[config.mk]
export PLATFORM = sky130hd
export DESIGN_NAME = fetch_step_sequencer
export DESIGN_NICKNAME = d
export VERILOG_FILES = /design/src/rtl/fetch_step_sequencer.sv
export SDC_FILE = /design/constraint.sdc
export NUM_CORES = 1
export LEC_CHECK = 0
export ABC_AREA = 1
export CAP_MARGIN = 20
export CORE_ASPECT_RATIO = 1.4
export CORE_MARGIN = 8
export CORE_UTILIZATION = 43
export DETAILED_ROUTE_END_ITERATION = 6
export GPL_ROUTABILITY_DRIVEN = 0
export PLACE_DENSITY = 0.75
export SLEW_MARGIN = 0
export SYNTH_ARGS = -nofsm -noshare
export SYNTH_HDL_FRONTEND = slang
export SYNTH_SLANG_ARGS = --single-unit
[constraint.sdc]
create_clock -name Clock -period 1.3 [get_ports Clock]
set_input_delay 0.26 -clock Clock [delete_from_list [all_inputs] [get_ports Clock]]
set_output_delay 0.26 -clock Clock [all_outputs]
set_load 0.05 [all_outputs]
[src/rtl/fetch_step_sequencer.sv]
// Fetch/execute timing sequencer for the mini 8-bit CPU: it drives the program
// counter enable and sequences T0/T1/T2 followed by EXEC_CYCLES execute slots.
module fetch_step_sequencer #(
  parameter int EXEC_CYCLES = 3,    // legal range 1..7
  parameter bit WRAP_STOP   = 1'b1
) (
  input  logic       Clock,
  input  logic       Reset,
  input  logic       Run,
  input  logic       Halt,
  input  logic [3:0] Counter_Out,
  input  logic       blow_up,
  output logic       Counter_En,
  output logic       Mar_Load,
  output logic       Ir_Load,
  output logic       Exec_En,
  output logic [2:0] Exec_Step,
  output logic       Busy,
  output logic       Halted,
  output logic       Wrapped,
  output logic [3:0] Fetch_Addr,
  output logic [7:0] Instr_Count
);

  typedef enum logic [2:0] {
    S_IDLE,
    S_T0,
    S_T1,
    S_T2,
    S_EXEC
  } state_t;

  localparam logic [2:0] LAST_STEP = 3'(EXEC_CYCLES - 1);

  state_t     state;
  state_t     next_state;
  logic [2:0] step;
  logic       stop_pending;
  logic       last_slot;

  assign last_slot = (state == S_EXEC) && (step == LAST_STEP);

  // NOTE: registers use non-blocking assignments so every flop samples pre-edge values.
  always_ff @(posedge Clock or posedge Reset) begin
    if (Reset) state <= S_IDLE;
    else       state <= next_state;
  end

  // NOTE: each combinational output gets a default first so no latch can be inferred.
  always_comb begin
    next_state = state;
    case (state)
      S_IDLE: if (Run) next_state = S_T0;
      S_T0:   next_state = S_T1;
      S_T1:   next_state = S_T2;
      S_T2:   next_state = S_EXEC;
      S_EXEC: begin
        if (last_slot) begin
          if (Halt || (WRAP_STOP && stop_pending)) next_state = S_IDLE;
          else                                     next_state = S_T0;
        end
      end
      default: next_state = S_IDLE;
    endcase
  end

  // Strobes decode only from the registered state, so an async reset kills them at once.
  always_comb begin
    Counter_En = 1'b0;
    Mar_Load   = 1'b0;
    Ir_Load    = 1'b0;
    Exec_En    = 1'b0;
    Exec_Step  = 3'd0;
    Busy       = (state != S_IDLE);
    case (state)
      S_T0:   Mar_Load   = 1'b1;
      S_T1:   Counter_En = 1'b1;
      S_T2:   Ir_Load    = 1'b1;
      S_EXEC: begin
        Exec_En   = 1'b1;
        Exec_Step = step;
      end
      default: ;
    endcase
  end

  always_ff @(posedge Clock or posedge Reset) begin
    if (Reset) begin
      step         <= 3'd0;
      Fetch_Addr   <= 4'd0;
      Instr_Count  <= 8'd0;
      Halted       <= 1'b0;
      Wrapped      <= 1'b0;
      stop_pending <= 1'b0;
    end else begin
      case (state)
        S_IDLE: begin
          if (Run) begin
            Halted       <= 1'b0;
            Wrapped      <= 1'b0;
            Instr_Count  <= 8'd0;
            stop_pending <= 1'b0;
          end
        end
        S_T0: Fetch_Addr <= Counter_Out;
        S_T2: begin
          if (blow_up) begin
            Wrapped      <= 1'b1;
            stop_pending <= 1'b1;
          end
        end
        S_EXEC: begin
          if (last_slot) begin
            step         <= 3'd0;
            stop_pending <= 1'b0;
            if (Instr_Count != 8'hFF) Instr_Count <= Instr_Count + 8'd1;
            if (Halt) Halted <= 1'b1;
          end else begin
            step <= step + 3'd1;
          end
        end
        default: ;
      endcase
    end
  end

endmodule

==> metrics <==
fraction of post-synthesis cell area in the top cell type by area=44.6%; Root Buffer Master=sky130_fd_sc_hd__clkbuf_4; number of distinct library cells after synthesis=23; share of synthesized registers carrying an async set or reset=between 90% and 100%; cell type group with the largest total delay on the critical path=flip-flops; antenna diode instance count=0; worst supply voltage drop on vdd=about 0.0023 V; power per standard cell area=2230 nW/um2; Clock Pin Slew Worst Setup and Hold Paths=about 0.14 ns; dpl cells=approximately 240; count of pins on the block boundary=31; startpoint of the lowest-slack register-to-register path=state[1]$_DFFE_PP0P_; category of the worst setup path launch point=flop; grt ovf=0; violated checks=setup timing; total CTS buffers=3; routed wire length=between 3000 and 4000 um; vias post-DR=1272; depth of the most critical reg-to-reg path=9; # nets final=235; count of pins over their slew limit=0; post-detailed-route DRC marker count=0; highest fanout seen on the critical path=5; TritonCTS clock tree=built; Final setup violation count=21; number of clock sinks=21; leakage power of the design=1.07 nW; ranking of synthesized cells by area=sky130_fd_sc_hd__dfrtp_1 (45%), sky130_fd_sc_hd__nand2_1 (21%), sky130_fd_sc_hd__inv_1 (6.4%); number of hold violations in the final report=0; sequential element share of the synthesized area=44.6%; Relative slew margins=81.2%; result of the run=complete, but fails checks; IO buf count=30; full die area=4690 um2; effective utilization at floorplan=45.0%; worst-case setup margin in the final layout=-0.340 ns; first drt pass iteration count=4; aggregate negative setup slack=-3.58 ns; post-detailed-route count of antenna-violating nets=0; layout-stage area growth over the synthesis result=80.6%; Post-Synthesis Mean Instance Area=7.40 um2; initial antenna violation count=0; clock latency at the later pin of the worst-skew pair=0.33 ns; Worst Max-Slew Pin Slew=0.281 ns; number of hold buffers added after CTS=0; Min Clock Period, post-route=about 1.6 ns; critical path's largest stage delay=0.49 ns; placed cell areas=1950 um2; Design Area, Final=2130 um2; Synth Instances=159; H-Tree Level Count=1; first-pass GRT wire length=5920 um; Primary FF master, synth=sky130_fd_sc_hd__dfrtp_1; Critical-path top delay cell=sky130_fd_sc_hd__dfrtp_2; required time at the worst-slack endpoint=1.04 ns; number of enable-type register cells in the synthesized netlist=0; worst min path class=input pin to asynchronous set/reset pin; Total Routing Usage GR=16.1%; Period Utilization, post-route=126%; non-filler cells, final=258; synthesized netlist net count=171; overall die width=60.2 um; RSZ-0062 raised after global routing=yes; core footprint=roughly 2600 um2; cell types with the highest counts after synthesis=sky130_fd_sc_hd__nand2_1 (65), sky130_fd_sc_hd__dfrtp_1 (21), sky130_fd_sc_hd__inv_1 (20); sum of net half-perimeters after detailed placement=2550 um; share of post-route cells with drive strength above 1=44.6%; crit path DAT=between 1 and 1.5 ns; worst reg2reg endpoint=Instr_Count[1]$_DFFE_PP0P_; via count of the first global-routing pass=1302; Critical Path Sink Type=output port; reported max-cap violation count=0; final clock skew=0.0167 ns; most common cell in the netlist=sky130_fd_sc_hd__nand2_1; Register-to-Register Setup Slack=-0.13 ns; peak clock frequency supported by timing=610 MHz; iteration-0 DRC count of the detailed router=39; flip-flop and latch count after synthesis=21; crit-path cells=inv_2 -> nand3_2 -> clkinvlp_4 -> buf_12; die height=77.9 um; row count=22; Warnings, synthesis=0; type of the worst setup path=flop to output port; pin count of the biggest net entering global routing=22; post-synth top area cell=sky130_fd_sc_hd__dfrtp_1; vias per cell=about 4.9; synthesized area=1180 um2; worst-case clock buffer depth=2; Bufs and invs on worst path=3; per-cell routed wire length=roughly 14 um
-- power by group --
group / internal [mW] / total, mW / leakage [nW] / switching, mW
Sequential: 0.861 / 1.09 / 0.262 / 0.224
Clock: 0.116 / 0.352 / 0.0177 / 0.237
Combinational: 1.49 / 3.29 / 0.793 / 1.81
-- registers in the layout, indices dropped and copies added (netlist names) --
register	flops
stop_pending	1
Wrapped	1
Fetch_Addr	4
step	3
state	3
Instr_Count	8
Halted	1
-- cell families after synthesis --
family,count (synthesis),synth area share [%]
xor gates and xnor gates,1,0.744
AOI/OAI and AO/OA,8,3.72
and+or+nand+nor,103,40.2
buffers and inverters,23,7.55
DFF,21,44.6
adders and majority gates,3,3.19
-- cell type report --
type                       instances  area, um2
fill                             162        489
clock inverter                     1       5.00
inverter                          23        100
timing repair buffer              59        748
clock buffer                       3       22.5
sequential                        21        537
multi-input combinational        115        668
tap                               36       45.0
-- per-stage QoR --
step | util (%) | hold slack, ns | setup slack (ns) | total power, mW
final | 81.3 | 0.240 | -0.340 | 4.73
after global routing | 81.3 | 0.277 | -0.407 | 4.99
after CTS | 78.0 | 0.258 | -0.335 | 4.52
after detailed placement | 74.5 | 0.473 | -0.226 | 4.04
after global placement | 74.5 | 0.466 | -0.131 | 3.96
after floorplan | - | 0.236 | -0.0995 | 2.64
-- how the worst max path moves through the flow --
stage	from	endpoint	slack, ns	depth (start not counted)
2_1_floorplan	state[0]$_DFFE_PP0P_	Fetch_Addr[0]$_DFFE_PP0P_	-0.1	5
3_3_place_gp	Run	Instr_Count[5]$_DFFE_PP0P_	-0.13	7
3_5_place_dp	Run	Instr_Count[1]$_DFFE_PP0P_	-0.23	7
4_1_cts	state[0]$_DFFE_PP0P_	Exec_Step[0]	-0.34	4
5_1_grt	state[2]$_DFFE_PP0P_	Ir_Load	-0.41	4
6_report	state[2]$_DFFE_PP0P_	Ir_Load	-0.34	4
-- per-layer routing --
| layer | global-route usage (%) | share of wire (%) | wire [um] | vias to the layer above |
|---|---|---|---|---|
| met1 | 16.2 | 37 | 1340 | 616 |
| met2 | 29.5 | 55 | 1990 | 36 |
| met3 | 5.12 | 5.6 | 203 | 7 |
| li1 | - | - | - | 613 |
| met5 | 0 | 0 | 0 | - |
| met4 | 5.28 | 2.0 | 72 | 0 |
-- worst min-delay path, cell delays in order --
cell and delay [ns]:
sky130_fd_sc_hd__clkdlybuf4s50_1 0.39, sky130_fd_sc_hd__inv_1 0.05, sky130_fd_sc_hd__buf_4 0.27
-- what timing repair did --
action,CTS,global route
buffers inserted,3,7
endpoints found under the setup margin,20,28
pin swaps,3,7
gates cloned,0,0
resized for setup,13,9
-- cells in the final DEF (no fill, tap or decap), types with 2 or more instances in the layout --
| master | instances |
|---|---|
| sky130_fd_sc_hd__inv_2 | 6 |
| sky130_fd_sc_hd__buf_6 | 6 |
| sky130_fd_sc_hd__clkdlybuf4s50_1 | 8 |
| sky130_fd_sc_hd__nor2_4 | 7 |
| sky130_fd_sc_hd__o21ai_0 | 3 |
| sky130_fd_sc_hd__nand2_2 | 3 |
| sky130_fd_sc_hd__buf_12 | 21 |
| sky130_fd_sc_hd__a21oi_1 | 2 |
| sky130_fd_sc_hd__ha_1 | 2 |
| sky130_fd_sc_hd__nor2_1 | 14 |
| sky130_fd_sc_hd__clkbuf_4 | 3 |
| sky130_fd_sc_hd__dfrtp_2 | 9 |
| sky130_fd_sc_hd__buf_4 | 24 |
| sky130_fd_sc_hd__nand3_2 | 7 |
| sky130_fd_sc_hd__nand2_1 | 60 |
| sky130_fd_sc_hd__dfrtp_1 | 12 |
| sky130_fd_sc_hd__nand3_1 | 3 |
| sky130_fd_sc_hd__nand2_4 | 5 |
| sky130_fd_sc_hd__inv_1 | 14 |
(Power assumes the default switching activity.)
